### config.mk
export PLATFORM = sky130hd
export DESIGN_NAME = onehot_mux_unit
export DESIGN_NICKNAME = d
export VERILOG_FILES = /design/src/rtl/onehot_mux_unit_pkg.sv /design/src/rtl/onehot_mux_unit.sv
export SDC_FILE = /design/constraint.sdc
export NUM_CORES = 1
export LEC_CHECK = 0
export CAP_MARGIN = 25
export CORE_UTILIZATION = 17
export DETAILED_ROUTE_END_ITERATION = 16
export GPL_ROUTABILITY_DRIVEN = 1
export PLACE_DENSITY = 0.93
export SLEW_MARGIN = 40
export SYNTH_ARGS = -nofsm -noshare
export SYNTH_HDL_FRONTEND = slang
export SYNTH_SLANG_ARGS = --single-unit
### constraint.sdc
create_clock -name clk -period 1.85 [get_ports clk]
set_input_delay 0.2775 -clock clk [delete_from_list [all_inputs] [get_ports clk]]
set_output_delay 0.2775 -clock clk [all_outputs]
set_load 0.01 [all_outputs]
### src/rtl/onehot_mux_unit_pkg.sv
// Shared helpers for the one-hot AND-OR multiplexer.
// Lane indexing into packed multi-lane buses lives here so every user slices lanes the same way.
package onehot_mux_unit_pkg;

    // Lowest bit index of lane idx in a packed bus of width-bit lanes.
    function automatic int lane(input int idx, input int width);
        return idx * width;
    endfunction

endpackage

### src/rtl/onehot_mux_unit.sv
// One-hot selected AND-OR multiplexer with select-health flags and optional output register.
// With no select bit set the output is zero; multi-hot selects OR the chosen lanes together.
module onehot_mux_unit
    import onehot_mux_unit_pkg::*;
#(
    parameter int N_INPUTS = 2,
    parameter int W_INPUT  = 32,
    parameter int REG_OUT  = 0
) (
    input  logic                          clk,
    input  logic                          rst_n,
    input  logic [N_INPUTS*W_INPUT-1:0]   in,
    input  logic [N_INPUTS-1:0]           sel,
    output logic [W_INPUT-1:0]            out,
    output logic                          sel_none,
    output logic                          sel_multi,
    output logic                          sel_multi_seen
);

    if (N_INPUTS < 1 || W_INPUT < 1) begin : g_param_check
        $error("onehot_mux_unit: N_INPUTS and W_INPUT must both be >= 1");
    end

    logic [W_INPUT-1:0] masked_s [N_INPUTS];
    logic [W_INPUT-1:0] mux_s;
    logic               none_s;
    logic               multi_s;
    logic               seen_r;

    for (genvar gi = 0; gi < N_INPUTS; gi++) begin : g_lane
        assign masked_s[gi] = in[lane(gi, W_INPUT) +: W_INPUT] & {W_INPUT{sel[gi]}};
    end

    // OR together all masked lanes; a single AND-OR level with no priority.
    always_comb begin
        mux_s = {W_INPUT{1'b0}};
        for (int i = 0; i < N_INPUTS; i++) begin
            mux_s = mux_s | masked_s[i];
        end
    end

    assign none_s = ~|sel;

    // Clearing the lowest set bit leaves something only when two or more bits are set.
    if (N_INPUTS == 1) begin : g_multi_single
        assign multi_s = 1'b0;
    end else begin : g_multi_many
        assign multi_s = |(sel & (sel - N_INPUTS'(1'b1)));
    end

    // Sticky record of any multi-hot select since reset.
    always_ff @(posedge clk or negedge rst_n) begin
        if (!rst_n) begin
            seen_r <= 1'b0;
        end else if (multi_s) begin
            seen_r <= 1'b1;
        end else begin
            seen_r <= seen_r;
        end
    end

    assign sel_multi_seen = seen_r;

    if (REG_OUT != 0) begin : g_reg_out
        logic [W_INPUT-1:0] out_r;
        logic               none_r;
        logic               multi_r;

        // Capture data and flags every cycle; reset shows an idle (no select) data phase.
        always_ff @(posedge clk or negedge rst_n) begin
            if (!rst_n) begin
                out_r   <= {W_INPUT{1'b0}};
                none_r  <= 1'b1;
                multi_r <= 1'b0;
            end else begin
                out_r   <= mux_s;
                none_r  <= none_s;
                multi_r <= multi_s;
            end
        end

        assign out       = out_r;
        assign sel_none  = none_r;
        assign sel_multi = multi_r;
    end else begin : g_comb_out
        assign out       = mux_s;
        assign sel_none  = none_s;
        assign sel_multi = multi_s;
    end

endmodule

# --- Word level (Yosys, flattened, before mapping) ---
# Cells that the tools add are included.
totals:
  register_bits: 1
  inputBits: 68
  word_cells: 9
op_classes:
  n_addsub: 1
  n_bitwise: 4
  reduce_logical: 3
ops:
  columns: ["op", "n"]
  rows:
  - ["$and A32 B32 Y32", 2]
  - ["$or A32 B32 Y32", 1]
  - ["$reduce_or A2 Y1", 2]
  - ["$and A2 B2 Y2", 1]
  - ["$sub A2 B1 Y2 const B", 1]
  - ["$logic_not A1 Y1", 1]

# --- Longest topological paths before layout ---
# Gate-level depths: netlist of run 1.
depth:
  depth_word: 3
  mapped_depth: 3

# --- Worst setup path after synthesis of run 1 ---
# OpenSTA, ideal clock, no wires.
synth_path:
  path_type: "input port to output port"
  start: "input sel[0]"
  end: "output out[0]"
  arrival_time_ns: 0.749
  path_slack_ns: 0.823
  cell_stages: 3
  cell_sequence: "buf_6 -> buf_6 -> a22o_1"
synth_between:
  elab_chain_cells: 2
synth_rtl:
  columns: ["item", "line_no", "source"]
  rows:
  - ["from (decl)", "onehot_mux_unit.sv:13", "input logic [N_INPUTS-1:0] sel,"]
  - ["$and A32 B32 Y32", "onehot_mux_unit.sv:31", "assign masked_s[gi] = in[lane(gi, W_INPUT) +: W_INPUT] & {W_INPUT{sel[gi]}};"]
  - ["$or A32 B32 Y32", "onehot_mux_unit.sv:38", "mux_s = mux_s | masked_s[i];"]
  - ["to (decl)", "onehot_mux_unit.sv:14", "output logic [W_INPUT-1:0] out,"]
# Every way passes these cells.

# --- Worst setup path after layout of run 1 ---
layout_path:
  start: "input sel[1]"
  end: "output out[30]"
# Same word-level chain as after synthesis.

==> impl_metrics.json, run 1 <==
{
  "outcome": "finished, final reports clean",
  "hold_buffers": 0,
  "fin_skew_ps": 0,
  "yosysMostFrequentCell": "a22o_1",
  "synth-main-ff-cell": "dfrtp_1",
  "ir_worst_vdd_mv": 0.199,
  "fin_crit_ps": 1820,
  "antenna_found_initial": 0,
  "worstMarginPinSlew_ps": 205,
  "insertedDiodeCount": 0,
  "synth.area.top_cells": "a22o_1 (56%), buf_6 (21%), a22o_2 (12%)",
  "synth_area_sq_um": 419,
  "leakage_nw": 0.609,
  "grt_pass1_vias": 885,
  "min_path_type": "in -> async",
  "power.total_uw": 416,
  "hpwl_microns": 2110,
  "vias": 852,
  "synth.net_count": 112,
  "dieArea_sq_um": 2670,
  "gp_congestion": 0.884,
  "final_hold_viol_count": 0,
  "endpoint": "out[30]",
  "synthDistinctLibCells": 7,
  "rsz0062_at_grt": "false",
  "viasPerCell": 4.92,
  "startpoint_type": "primary input",
  "rr_worst_depth": 1,
  "grt_overflow": 0,
  "drc": 0,
  "io_pins": 103,
  "endpoint_kind": "primary output",
  "synth_cells": 44,
  "yosys_warnings": 0,
  "coreArea_sq_um": 2280,
  "worst-path-max-fanout": 12,
  "worstSetupPathType": "in -> out",
  "rows": 17,
  "portBuffers": 102,
  "die_h_microns": 51.7,
  "grt_usage_pct": 20.6,
  "r2r_setup_slack_ps": 1230,
  "grt_pass1_wl_microns": 4180,
  "synthArstFlopShare_pct": 100,
  "post_cts_buffers": 0,
  "crit_start": "sel[1]",
  "synth_edf_count": 0,
  "reg2reg_to": "sel_multi_seen$_DFFE_PN0P_",
  "path_clk_slew_ps": 0,
  "finalCritPeriodShare_pct": 98.2,
  "drv_slew": 0,
  "final-setup-viol-count": 0,
  "fmax_mhz": 551,
  "fin_nets": 215,
  "die_x_microns": 51.7,
  "synth_commonest_cells": "a22o_1 (27), buf_6 (8), a22o_2 (5)",
  "slew_headroom_pct": 86.3,
  "syn2layout_area_growth_pct": 253,
  "critPathRequiredTime_ps": 1570,
  "largest_register_ffs": 1,
  "wl_per_cell_microns": 16.5,
  "drive_gt1_share_pct": 8.28,
  "ys_seq_elements": 1,
  "power.density_nw_per_um2": 281,
  "drt.antenna.violating_nets": 0,
  "cp.arrival_ps": 1540,
  "synth_top_cell_by_area": "a22o_1",
  "drtIter0Drc": 20,
  "tns_ps": 0,
  "grt_max_degree": 13,
  "drv_cap": 0,
  "syn_area_per_cell_sq_um": 9.53,
  "synth.yosys.seq_area_share_pct": 5.97,
  "reg2reg_from": "sel_multi_seen$_DFFE_PN0P_",
  "synth_top_area_share_pct": 56.4,
  "dpl_worst_slack_ps": -140,
  "worstSkewPairLatency_ps": 0,
  "wirelength_microns": 2860,
  "dr.pass1.iters": 4,
  "initial_core_util_pct": 18.4,
  "setup_slack_ps": 33.8
}
worst min path at each step:
stage | endpoint | slack, ps | from
finish | sel_multi_seen$_DFFE_PN0P_ | 430 | rst_n
global route | sel_multi_seen$_DFFE_PN0P_ | 440 | rst_n
CTS | sel_multi_seen$_DFFE_PN0P_ | 430 | rst_n
detailed placement | sel_multi_seen$_DFFE_PN0P_ | 430 | rst_n
floorplan | sel_multi_seen$_DFFE_PN0P_ | -20 | rst_n
global placement | sel_multi_seen$_DFFE_PN0P_ | 430 | rst_n
placed cells by master (no fill, tap or decap):
master	instances
buf_4	2
clkdlybuf4s15_1	1
clkdlybuf4s50_1	97
a22o_2	5
buf_6	3
dlygate4sd2_1	4
nor2_1	1
and2_1	1
buf_12	1
bufbuf_16	1
a22o_1	27
dfrtp_1	1
a21o_1	1
per-stage QoR:
step / instances / util, % / area (sq um) / hold WS, ps
after CTS: 173 / 65.0 / 1480 / 433
after global placement: 170 / 62.7 / 1430 / 426
after detailed placement: 170 / 62.7 / 1430 / 433
after global routing: 173 / 65.1 / 1480 / 441
after floorplan: 44 / - / 419 / -18.1
final: 173 / 65.1 / 1480 / 432
what timing repair did:
item,in CTS,in global routing
setup endpoints to repair,33,7
cloned,3,0
resized for setup,10,1
critical path, stage by stage:
cell and delay [ps]:
clkdlybuf4s15_1 250, bufbuf_16 310, a22o_2 220, clkdlybuf4s50_1 480
routing by layer:
layer,track usage [%],wire length [microns],vias to the layer above
met5,0,0,-
met4,2.25,15,0
met3,3.51,342,2
met2,38.5,1390,70
met1,25.0,1110,386
li1,-,-,394
power by group:
part / switching (mW) / internal [mW] / leakage [nW] / total [mW]
clock: 0 / 0 / 0 / 0
combinational: 0.120 / 0.274 / 0.600 / 0.393
sequential: 0.0000000224 / 0.0223 / 0.00875 / 0.0223
total: 0.120 / 0.296 / 0.609 / 0.416
final cells by class:
cell class | count | area, sq um
Sequential cell | 1 | 25.0
Tap cell | 28 | 35.0
Fill cell | 181 | 795
Multi-Input combinational cell | 35 | 304
Timing Repair Buffer | 109 | 1120
logic make-up (layout without fill, tap and decap cells):
family	after synthesis	count (layout)	share of synthesized area (%)
buffers and inverters	8	109	21.5
and+or+nand+nor	2	2	2.39
DFF	1	1	5.97
AOI/OAI and AO/OA	33	33	70.2
(Power assumes the default switching activity.)
==> inputs of run 2 (changes only) <==
--- a/config.mk
+++ b/config.mk
@@ -6,10 +6,12 @@
 export NUM_CORES = 1
 export LEC_CHECK = 0
 export CAP_MARGIN = 25
-export CORE_UTILIZATION = 17
+export CORE_AREA = 8 8 45 47
 export DETAILED_ROUTE_END_ITERATION = 16
+export DIE_AREA = 0 0 53 55
+export DONT_BUFFER_PORTS = 1
 export GPL_ROUTABILITY_DRIVEN = 1
-export PLACE_DENSITY = 0.93
+export PLACE_DENSITY = 0.55
 export SLEW_MARGIN = 40
 export SYNTH_ARGS = -nofsm -noshare
 export SYNTH_HDL_FRONTEND = slang
==> impl_metrics.json, run 2 (synthesized netlist as in run 1, its figures left out) <==
{
  "outcome": "finished, final reports clean",
  "dieArea_sq_um": 2920,
  "cp.arrival_ps": 550,
  "crit_cells": 1,
  "cpPeakStageDelay_ps": 270,
  "design_area_sq_um": 359,
  "grt_overflow": 0,
  "startpoint_type": "primary input",
  "endpoint_kind": "primary output",
  "reg2reg_to": "sel_multi_seen$_DFFE_PN0P_",
  "fin_nets": 107,
  "ir_worst_vdd_mv": 0.101,
  "cpLargestDelayFamily": "compound AO/OA/AOI/OAI gates",
  "rsz0062_at_grt": "false",
  "syn2layout_area_growth_pct": -14.3,
  "layout_commonest_cell": "a22o_1",
  "final-setup-viol-count": 0,
  "place_inst": 52,
  "vias": 417,
  "whs_path_depth": 1,
  "slew_headroom_pct": 85.9,
  "coreArea_sq_um": 1380,
  "hpwl_microns": 1550,
  "drv_cap": 0,
  "die_x_microns": 53,
  "rows": 14,
  "power.density_nw_per_um2": 337,
  "die_h_microns": 55,
  "leakage_nw": 0.152,
  "tns_ps": 0,
  "gp_congestion": 0.614,
  "worstMarginPinSlew_ps": 211,
  "insertedDiodeCount": 0,
  "drtIter0Drc": 6,
  "placed_area_sq_um": 349,
  "fin_crit_ps": 823,
  "worstSkewPairLatency_ps": 0,
  "r2r_setup_slack_ps": 1170,
  "hold_ws_ps": 399,
  "wirelength_microns": 1810,
  "initial_core_util_pct": 30.3,
  "wl_per_cell_microns": 34.1,
  "dr.pass1.iters": 3,
  "worst-path-max-fanout": 35,
  "endpoint": "out[24]",
  "path_clk_slew_ps": 0,
  "worstSetupPathType": "in -> out",
  "final_hold_viol_count": 0,
  "grt_max_degree": 36,
  "post_cts_resize_count": 0,
  "portBuffers": 0,
  "dpl_worst_slack_ps": 1030,
  "viasPerCell": 7.87,
  "grt_pass1_vias": 390,
  "drive_gt1_share_pct": 13.5,
  "final_cell_mix": "a22o_1 (27), a22o_2 (5)",
  "fillers": 150,
  "finalCritPeriodShare_pct": 44.5,
  "crit_chain": "a22o_2",
  "fmax_mhz": 1220,
  "largest_register_ffs": 1,
  "drv_slew": 0,
  "final_cells": 53,
  "crit_start": "sel[0]",
  "drt.antenna.violating_nets": 0,
  "cp_slowest_cell": "a22o_2",
  "fin_skew_ps": 0,
  "grt_pass1_wl_microns": 1930,
  "min_path_type": "in -> reg",
  "setup_slack_ps": 1030,
  "critPathRequiredTime_ps": 1570,
  "rr_worst_depth": 1,
  "antenna_found_initial": 0,
  "power.total_uw": 121,
  "critical_path_buf_inv_count": 0,
  "io_pins": 103,
  "utilization_pct": 25.9,
  "reg2reg_from": "sel_multi_seen$_DFFE_PN0P_",
  "grt_usage_pct": 7.86,
  "drc": 0
}
-- run 2: worst min path at each step --
stage          slack (ps)                    endpoint   start
2_1_floorplan         -20  sel_multi_seen$_DFFE_PN0P_   rst_n
3_3_place_gp          -20  sel_multi_seen$_DFFE_PN0P_   rst_n
3_5_place_dp          -20  sel_multi_seen$_DFFE_PN0P_   rst_n
4_1_cts               400  sel_multi_seen$_DFFE_PN0P_  sel[0]
5_1_grt               400  sel_multi_seen$_DFFE_PN0P_  sel[0]
6_report              400  sel_multi_seen$_DFFE_PN0P_  sel[0]
-- run 2: report_power, final --
part           internal, mW  switching, mW  total [mW]  leakage, nW
Clock                     0              0           0            0
Sequential           0.0223   0.0000000534      0.0223      0.00875
Combinational        0.0469         0.0521      0.0989        0.143
-- run 2: metal layers --
layer	vias to the layer above	routed length [microns]	global-route usage, %
met4	0	0	0
li1	175	-	-
met5	-	0	0
met3	0	276	1.87
met2	45	985	16.2
met1	197	547	8.17
-- run 2: final cells by class --
cell class	instances	area (sq um)	share of cell area (%)
Tap cell	16	20.0	5.57
Multi-Input combinational cell	35	304	84.7
Timing Repair Buffer	1	10.0	2.79
Sequential cell	1	25.0	6.97
-- run 2: what timing repair did --
action,4_1_cts,5_1_grt
buffers inserted,0,0
setup endpoints to repair,0,0
hold endpoints to repair,1,0
hold buffers,1,0
